`config.mk`:
```
export PLATFORM = sky130hd
export DESIGN_NAME = score_keeper_flat
export DESIGN_NICKNAME = d
export VERILOG_FILES = /design/src/rtl/score_keeper_if.sv /design/src/rtl/score_keeper.sv /design/src/flat_wrapper.sv
export SDC_FILE = /design/constraint.sdc
export NUM_CORES = 1
export LEC_CHECK = 0
export ABC_AREA = 1
export BUFFER_PORTS_ARGS = -buffer_cell sky130_fd_sc_hd__clkbuf_2
export CAP_MARGIN = 20
export CORE_MARGIN = 2
export CORE_UTILIZATION = 54
export DETAILED_ROUTE_END_ITERATION = 7
export PLACE_DENSITY_LB_ADDON = 0.05
export SYNTH_ARGS = -nofsm -noshare
export SYNTH_HDL_FRONTEND = slang
export SYNTH_SLANG_ARGS = --single-unit
```
`constraint.sdc`:
```
create_clock -name Clk -period 2.5 [get_ports Clk]
set_clock_uncertainty 0.15 [all_clocks]
set_input_delay 0.5 -clock Clk [delete_from_list [all_inputs] [get_ports Clk]]
set_output_delay 0.5 -clock Clk [all_outputs]
set_load 0.01 [all_outputs]
```
`src/rtl/score_keeper_if.sv`:
```
// Control pulses in, score digits / blank / state flags out, between game logic and the SSD mux.
// Best_* carry the best score only when SCORE_BEST_EN is defined; otherwise they read 0.
interface score_keeper_if;
    logic       Start;
    logic       Ack;
    logic       Pass;
    logic       Lose;
    logic [3:0] Tens;
    logic [3:0] Ones;
    logic       Blank;
    logic       Q_Idle;
    logic       Q_Play;
    logic       Q_Over;
    logic [3:0] Best_Tens;
    logic [3:0] Best_Ones;

    modport master (
        output Start, Ack, Pass, Lose,
        input  Tens, Ones, Blank, Q_Idle, Q_Play, Q_Over, Best_Tens, Best_Ones
    );

    modport slave (
        input  Start, Ack, Pass, Lose,
        output Tens, Ones, Blank, Q_Idle, Q_Play, Q_Over, Best_Tens, Best_Ones
    );
endinterface

```
`src/rtl/score_keeper.sv`:
```
// Two-digit BCD score counter with IDLE/PLAY/OVER game FSM and OVER-state digit blinking.
// Optional macro SCORE_BEST_EN adds a best-score register shown while IDLE.
//
// state | meaning
// IDLE  | waiting for Start, display holds last (or best) score
// PLAY  | counting Pass pulses until Lose
// OVER  | score frozen, digits blink until Ack
module score_keeper #(
    parameter int MAX_SCORE = 99,
    parameter int BLINK_DIV = 4
) (
    input  logic          Clk,
    input  logic          reset_n,
    score_keeper_if.slave sk
);
    typedef enum logic [2:0] {
        IDLE = 3'b001,
        PLAY = 3'b010,
        OVER = 3'b100
    } state_t;

    localparam int         CW        = (BLINK_DIV > 1) ? $clog2(BLINK_DIV) : 1;
    localparam logic [3:0] MAX_TENS  = 4'(MAX_SCORE / 10);
    localparam logic [3:0] MAX_ONES  = 4'(MAX_SCORE % 10);
    localparam logic [CW-1:0] CNT_LAST = CW'(BLINK_DIV - 1);

    state_t        state, state_nxt;
    logic [3:0]    tens, ones, tens_nxt, ones_nxt;
    logic          blank, blank_nxt;
    logic [CW-1:0] cnt, cnt_nxt;
    logic          at_max;

    assign at_max = (tens == MAX_TENS) && (ones == MAX_ONES);

`ifdef SCORE_BEST_EN
    logic [3:0] best_tens, best_ones;

    // Best is captured on the PLAY->OVER edge; strictly greater only.
    always_ff @(posedge Clk or negedge reset_n) begin
        if (!reset_n) begin
            best_tens <= 4'd0;
            best_ones <= 4'd0;
        end else if (state == PLAY && sk.Lose && ({tens, ones} > {best_tens, best_ones})) begin
            best_tens <= tens;
            best_ones <= ones;
        end
    end

    assign sk.Best_Tens = best_tens;
    assign sk.Best_Ones = best_ones;
`else
    assign sk.Best_Tens = 4'd0;
    assign sk.Best_Ones = 4'd0;
`endif

    always_ff @(posedge Clk or negedge reset_n) begin
        if (!reset_n) begin
            state <= IDLE;
            tens  <= 4'd0;
            ones  <= 4'd0;
            blank <= 1'b0;
            cnt   <= '0;
        end else begin
            state <= state_nxt;
            tens  <= tens_nxt;
            ones  <= ones_nxt;
            blank <= blank_nxt;
            cnt   <= cnt_nxt;
        end
    end

    always_comb begin
        state_nxt = IDLE;
        tens_nxt  = tens;
        ones_nxt  = ones;
        blank_nxt = 1'b0;
        cnt_nxt   = '0;
        case (state)
            IDLE: begin
                if (sk.Start) begin
                    state_nxt = PLAY;
                    tens_nxt  = 4'd0;
                    ones_nxt  = 4'd0;
                end else begin
                    state_nxt = IDLE;
`ifdef SCORE_BEST_EN
                    tens_nxt  = best_tens;
                    ones_nxt  = best_ones;
`endif
                end
            end
            PLAY: begin
                if (sk.Lose) begin
                    state_nxt = OVER;
                end else begin
                    state_nxt = PLAY;
                    if (sk.Pass && !at_max) begin
                        if (ones == 4'd9) begin
                            ones_nxt = 4'd0;
                            tens_nxt = tens + 4'd1;
                        end else begin
                            ones_nxt = ones + 4'd1;
                        end
                    end
                end
            end
            OVER: begin
                if (sk.Ack) begin
                    state_nxt = IDLE;
`ifdef SCORE_BEST_EN
                    tens_nxt  = best_tens;
                    ones_nxt  = best_ones;
`endif
                end else begin
                    state_nxt = OVER;
                    if (cnt == CNT_LAST) begin
                        blank_nxt = ~blank;
                    end else begin
                        blank_nxt = blank;
                        cnt_nxt   = cnt + CW'(1);
                    end
                end
            end
            default: ;
        endcase
    end

    assign sk.Tens   = tens;
    assign sk.Ones   = ones;
    assign sk.Blank  = blank;
    assign sk.Q_Idle = state[0];
    assign sk.Q_Play = state[1];
    assign sk.Q_Over = state[2];
endmodule

```
`src/flat_wrapper.sv`:
```
// flat-port wrapper written by rule: the top's interface ports become plain ports
module score_keeper_flat 
#(
    parameter int MAX_SCORE = 99,
    parameter int BLINK_DIV = 4
)
  (Clk, reset_n, sk_Start, sk_Ack, sk_Pass, sk_Lose, sk_Tens, sk_Ones, sk_Blank, sk_Q_Idle, sk_Q_Play, sk_Q_Over, sk_Best_Tens, sk_Best_Ones);
  score_keeper_if sk_i ();
  input  logic Clk;
  input  logic reset_n;
  input wire logic [$bits(sk_i.Start)-1:0] sk_Start;
  input wire logic [$bits(sk_i.Ack)-1:0] sk_Ack;
  input wire logic [$bits(sk_i.Pass)-1:0] sk_Pass;
  input wire logic [$bits(sk_i.Lose)-1:0] sk_Lose;
  output wire logic [$bits(sk_i.Tens)-1:0] sk_Tens;
  output wire logic [$bits(sk_i.Ones)-1:0] sk_Ones;
  output wire logic [$bits(sk_i.Blank)-1:0] sk_Blank;
  output wire logic [$bits(sk_i.Q_Idle)-1:0] sk_Q_Idle;
  output wire logic [$bits(sk_i.Q_Play)-1:0] sk_Q_Play;
  output wire logic [$bits(sk_i.Q_Over)-1:0] sk_Q_Over;
  output wire logic [$bits(sk_i.Best_Tens)-1:0] sk_Best_Tens;
  output wire logic [$bits(sk_i.Best_Ones)-1:0] sk_Best_Ones;
  assign sk_i.Start = sk_Start;
  assign sk_i.Ack = sk_Ack;
  assign sk_i.Pass = sk_Pass;
  assign sk_i.Lose = sk_Lose;
  assign sk_Tens = sk_i.Tens;
  assign sk_Ones = sk_i.Ones;
  assign sk_Blank = sk_i.Blank;
  assign sk_Q_Idle = sk_i.Q_Idle;
  assign sk_Q_Play = sk_i.Q_Play;
  assign sk_Q_Over = sk_i.Q_Over;
  assign sk_Best_Tens = sk_i.Best_Tens;
  assign sk_Best_Ones = sk_i.Best_Ones;
  score_keeper #(.MAX_SCORE(MAX_SCORE), .BLINK_DIV(BLINK_DIV)) u_core (.Clk(Clk), .reset_n(reset_n), .sk(sk_i));
endmodule
```
* Word level (Yosys, flattened, before mapping) *
Index checks and enable logic that the tools add are counted.

word-level totals
  register bits after elaboration = 14
  input bits = 6
  word-level logic and storage cells = 45

cells by class
  multiplexer cells = 19
  add/sub/neg operators = 3
  bitwise logic cells = 1
  reductions and logical operators = 6
  equality and inequality tests = 11

operator list
  cell                   count
  $mux W4                7
  $pmux W4 S2            2
  $pmux W3 S3            1
  $add A4 B1 Y4 const B  2
  $eq A4 B4 Y1 const B   2
  $mux W2                4
  $mux W3                2
  $reduce_and A5 Y1      1
  $ne A2 B1 Y1 const B   2
  $ne A2 B2 Y1 const B   2
  $reduce_and A4 Y1      1
  $eq A3 B1 Y1 const B   1
  $eq A3 B2 Y1 const B   1
  $eq A3 B3 Y1 const B   1
  $mux W1                3
  $ne A3 B2 Y1 const B   1
  $add A2 B1 Y2 const B  1
  $eq A2 B2 Y1 const B   1
  $logic_and A1 B1 Y1    2
  $reduce_bool A2 Y1     1
  $logic_not A1 Y1       1
  $not A1 Y1             1

* Depth between registers and ports, before layout *
  depth after elaboration = 7
  gate-level depth with buffers = 10
  mapped depth without buffers = 10

* Worst setup path before layout *
OpenSTA, ideal clock, no wires.

  kind = register -> register
  start = reg u_core.ones[1] (netlist: u_core.sk.Ones[1])
  end = reg u_core.tens[0] (netlist: u_core.sk.Tens[0])
  path buffers = 0
  stages on the path, launching flop included = 10
  setup slack = 1040 ps
  data required time = 2232 ps
  arrival time = 1192 ps
  path through = dfrtp_1 inv_1 ha_1 nand2_1 nor2_2 nand3_1 nand2_2 nand2_4 nand2_1 o21ai_2

on the way
  word-level cells in the longest chain between the ends = 6
  elaborated cells between the ends (all ways) = 7
  those cells by class = eq/ne: 3; reduce/logical: 4

ends and longest elaborated chain
  item                                  line                                    source
  start, declared                       score_keeper.sv:28                      logic [3:0] tens, ones, tens_nxt, ones_nxt;
  start signal, assigned                score_keeper.sv:66                      ones <= ones_nxt;
  $eq A4 B4 Y1 *                        score_keeper.sv:33, score_keeper.sv:98
  $logic_and A1 B1 Y1                   score_keeper.sv:33                      assign at_max = (tens == MAX_TENS) && (ones == MAX_ONES);
  $logic_not A1 Y1                      score_keeper.sv:97                      if (sk.Pass && !at_max) begin
  $logic_and A1 B1 Y1                   score_keeper.sv:97
  $ne A2 B1 Y1 (no source line)         -
  $reduce_and A5 Y1 (no source line) *  -
  end signal, assigned                  score_keeper.sv:65                      tens <= tens_nxt;
  end, declared                         score_keeper.sv:28

Every way passes the cells marked *; elsewhere a longest branch is shown, timed or not.
A chain may end at the register's enable or synchronous reset.

* Worst setup path in the final report *
  start = reg u_core.ones[2] (netlist: u_core.sk.Ones[2])
  end = out sk_Ones[2]

RTL lines
  item           line                source
  end, declared  flat_wrapper.sv:16  output wire logic [$bits(sk_i.Ones)-1:0] sk_Ones;

No word-level cell between the ends.

==> summary.md <==
| Metric | Value |
|---|---|
| Leading cell types in the layout, fill and taps excluded | `18 x nand2_1, 17 x clkbuf_2, 13 x dfrtp_1` |
| Share of layout cells above drive strength 1 | `32.00%` |
| Data required, critical path | `1.85 ns` |
| Setup_tns | `0 ns` |
| Flop-to-flop setup slack | `0.97 ns` |
| Vias | `722` |
| Hold EP | `u_core.state[0]$_DFF_PN1_` |
| Row cnt | `14` |
| RSZ-0062 raised after global routing | `no` |
| Tot GR Track Use | `18.85%` |
| GR Overflow Total | `0` |
| Clk sinks | `14` |
| Critical Path AT | `0.98 ns` |
| Largest net degree at the start of global routing | `15` |
| Vias/cell | `5.121` |
| Clock transition at the registers of the reported paths | `0.09 ns` |
| Layout Cells excl Fill | `141` |
| Outcome | `complete, no violations` |
| CP endpoint kind | `primary output` |
| Tcrit/Tclk final | `65.08%` |
| Synthesis-to-layout area growth | `13.17%` |
| Maximum VDD drop | `0.5332 mV` |
| Avg Cell Area, Syn | `8.590 sq um` |
| Later-pin clock latency in the skew report | `0.28 ns` |
| Storage element area | `351.6 sq um` |
| Initial antenna violation count | `0` |
| Final Max Tran Viols | `0` |
| Total Wirelength | `1591 um` |
| # IOs | `26` |
| Die X | `44.68 um` |
| YS warnings | `0` |
| DR WL/cell | `11.28 um` |
| Slowest-stage cell, CP | `dfrtp_1` |
| Final worst slack | `0.8729 ns` |
| Ant. Diodes | `0` |
| Seq/Total Area, Yosys | `39.36%` |
| Crit path max-delay family | `flip-flops` |
| DR pass1 iterations | `4` |
| Setup violators final | `0` |
| CTS buffer count | `3` |
| Number of global-route vias before repair | `616` |
| P per Cell Area | `724.6 nW/um^2` |
| Max frequency | `614.6 MHz` |
| Footprint of the multi-input gates | `457.9 sq um` |
| Final Wtd Congestion | `0.8172` |
| Critical path buffers and inverters | `1` |
| Max stage delay on crit path | `0.50 ns` |
| Min-Delay Startpoint | `sk_Start` |
| Port buffer count | `17` |
| Hold WC Path Type | `in -> reg` |
| R2r endpoint | `u_core.sk.Tens[0]$_DFFE_PN0P_` |
| Worst setup SP type | `flip-flop` |
| Residual DRC | `0` |
| R2R cell count | `9` |
| H-tree depth | `1` |
| Die Height | `44.68 um` |
| Fin. Hold Viols | `0` |
| Worst r2r src | `u_core.sk.Ones[1]$_DFFE_PN0P_` |
| Unique masters post-synth | `24` |
| Placed Cells | `136` |
| Post-route ant nets | `0` |
| Setup bufs post-CTS | `0` |
| WHS Path Cells | `2` |
| WS Path Type | `reg -> out` |
| CTS tree | `built` |
| CP max FO | `7` |
| First-pass GRT wire length | `2628 um` |
| Maximum capacitance violations | `0` |
| Number of DRC markers in iteration 0 | `14` |
| Clock Tree Buf Depth | `2` |
| Place WS | `1.002 ns` |
| Worst-path cell chain | `clkbuf_2` |
| Die ar. | `1996 sq um` |
| Seq cells post-synth | `14` |
| Final net count | `137` |
| CTS root buf | `clkbuf_4` |
| Static Leakage | `0.0005336 uW` |
| Cells after Synth | `104` |
| Final min period | `1.627 ns` |
| Syn Std Cell Area | `893.4 sq um` |
| DPL Wire Length | `1164 um` |
| WP depth | `1` |
| Fill cells | `130` |
| Commonest non-fill, non-tap cell in the layout | `nand2_1` |
| Initial Util | `58.62%` |
| Core footprint | `1524 sq um` |
==> routing by layer <==
metal  share of wire, %  track usage [%]  wire length [um]  vias to the layer above
met2                 48            31.01               766                       23
met4                1.8            9.091                28                        0
met5                  0                0                 0                        -
li1                   -                -                 -                      362
met1                 46            22.42               724                      333
met3                4.5            5.306                72                        4
==> registers in the layout, summed over array words and instances, names as in the netlist <==
name,cells
u_core.sk.Tens,4
u_core.state,3
u_core.sk.Blank,1
u_core.sk.Ones,4
u_core.cnt,2
==> power by group <==
part	leakage [uW]	internal, uW	switching [uW]
logic	0.000322	93.1	179
registers	0.000190	262	33.7
clock network	0.0000210	88.7	76.0
==> how the worst max path moves through the flow <==
stage                                  startpoint                             to  slack, ns
floorplan           u_core.sk.Ones[1]$_DFFE_PN0P_  u_core.sk.Tens[0]$_DFFE_PN0P_       1.04
global placement    u_core.sk.Ones[1]$_DFFE_PN0P_  u_core.sk.Tens[0]$_DFFE_PN0P_       1.03
detailed placement  u_core.sk.Ones[1]$_DFFE_PN0P_  u_core.sk.Tens[0]$_DFFE_PN0P_       1.00
CTS                     u_core.state[0]$_DFF_PN1_                      sk_Q_Idle       0.87
global route            u_core.state[0]$_DFF_PN1_                      sk_Q_Idle       0.83
finish              u_core.sk.Ones[2]$_DFFE_PN0P_                     sk_Ones[2]       0.87
==> through the flow <==
stage | util [%] | total power, uW | hold WS [ns] | instance area, sq um
after floorplan | - | 512.4 | 0.05441 | 919.6
after global placement | 63.30 | 571.0 | 0.2706 | 964.7
after detailed placement | 63.30 | 571.1 | 0.2750 | 964.7
after CTS | 66.34 | 740.1 | 0.2914 | 1011
after global routing | 66.34 | 788.9 | 0.2998 | 1011
final | 66.34 | 732.6 | 0.2880 | 1011
==> cell families after synthesis <==
group,Yosys count,share of synthesized area [%]
buf+inv,20,12.33
xor+xnor,4,3.922
simple gates,54,31.51
compound gates,6,5.461
fa+ha+maj,5,7.003
other cells,1,0.4198
flops,14,39.36
==> area by class of cell <==
cell class,instances,share of cell area (%)
inverters,12,4.950
flip-flops and latches,14,34.78
well taps,16,1.980
multi-input cells,77,45.30
repair buffers,18,9.406
clock buffers,4,3.589
==> repair_timing <==
item	4_1_cts	5_1_grt
endpoints found under the hold margin	13	0
resized for setup	0	0
hold buffers	1	0
==> synthesized netlist by cell type <==
library cell  number  share of area [%]
ha_1               5                7.0
dfstp_2            1                2.9
or2_1              2                1.4
buf_4              8                6.7
conb_1             1               0.42
clkinv_4           1               0.98
nand4_1            3                2.1
nand3_2            1                1.1
o21ai_2            4                3.9
nor2_1             7                2.9
nor3_1             2                1.1
nand2_1           18                7.6
inv_1              7                2.9
o21ai_0            1               0.56
nor2_2             1               0.70
o221ai_1           1               0.98
nand2_4            4                5.0
dfrtp_1           13                 36
nand2_2            4                2.8
xnor2_1            3                2.9
clkinv_1           1               0.42
xor2_1             1               0.98
inv_2              3                1.3
nand3_1           12                6.7
(Power assumes the default switching activity.)
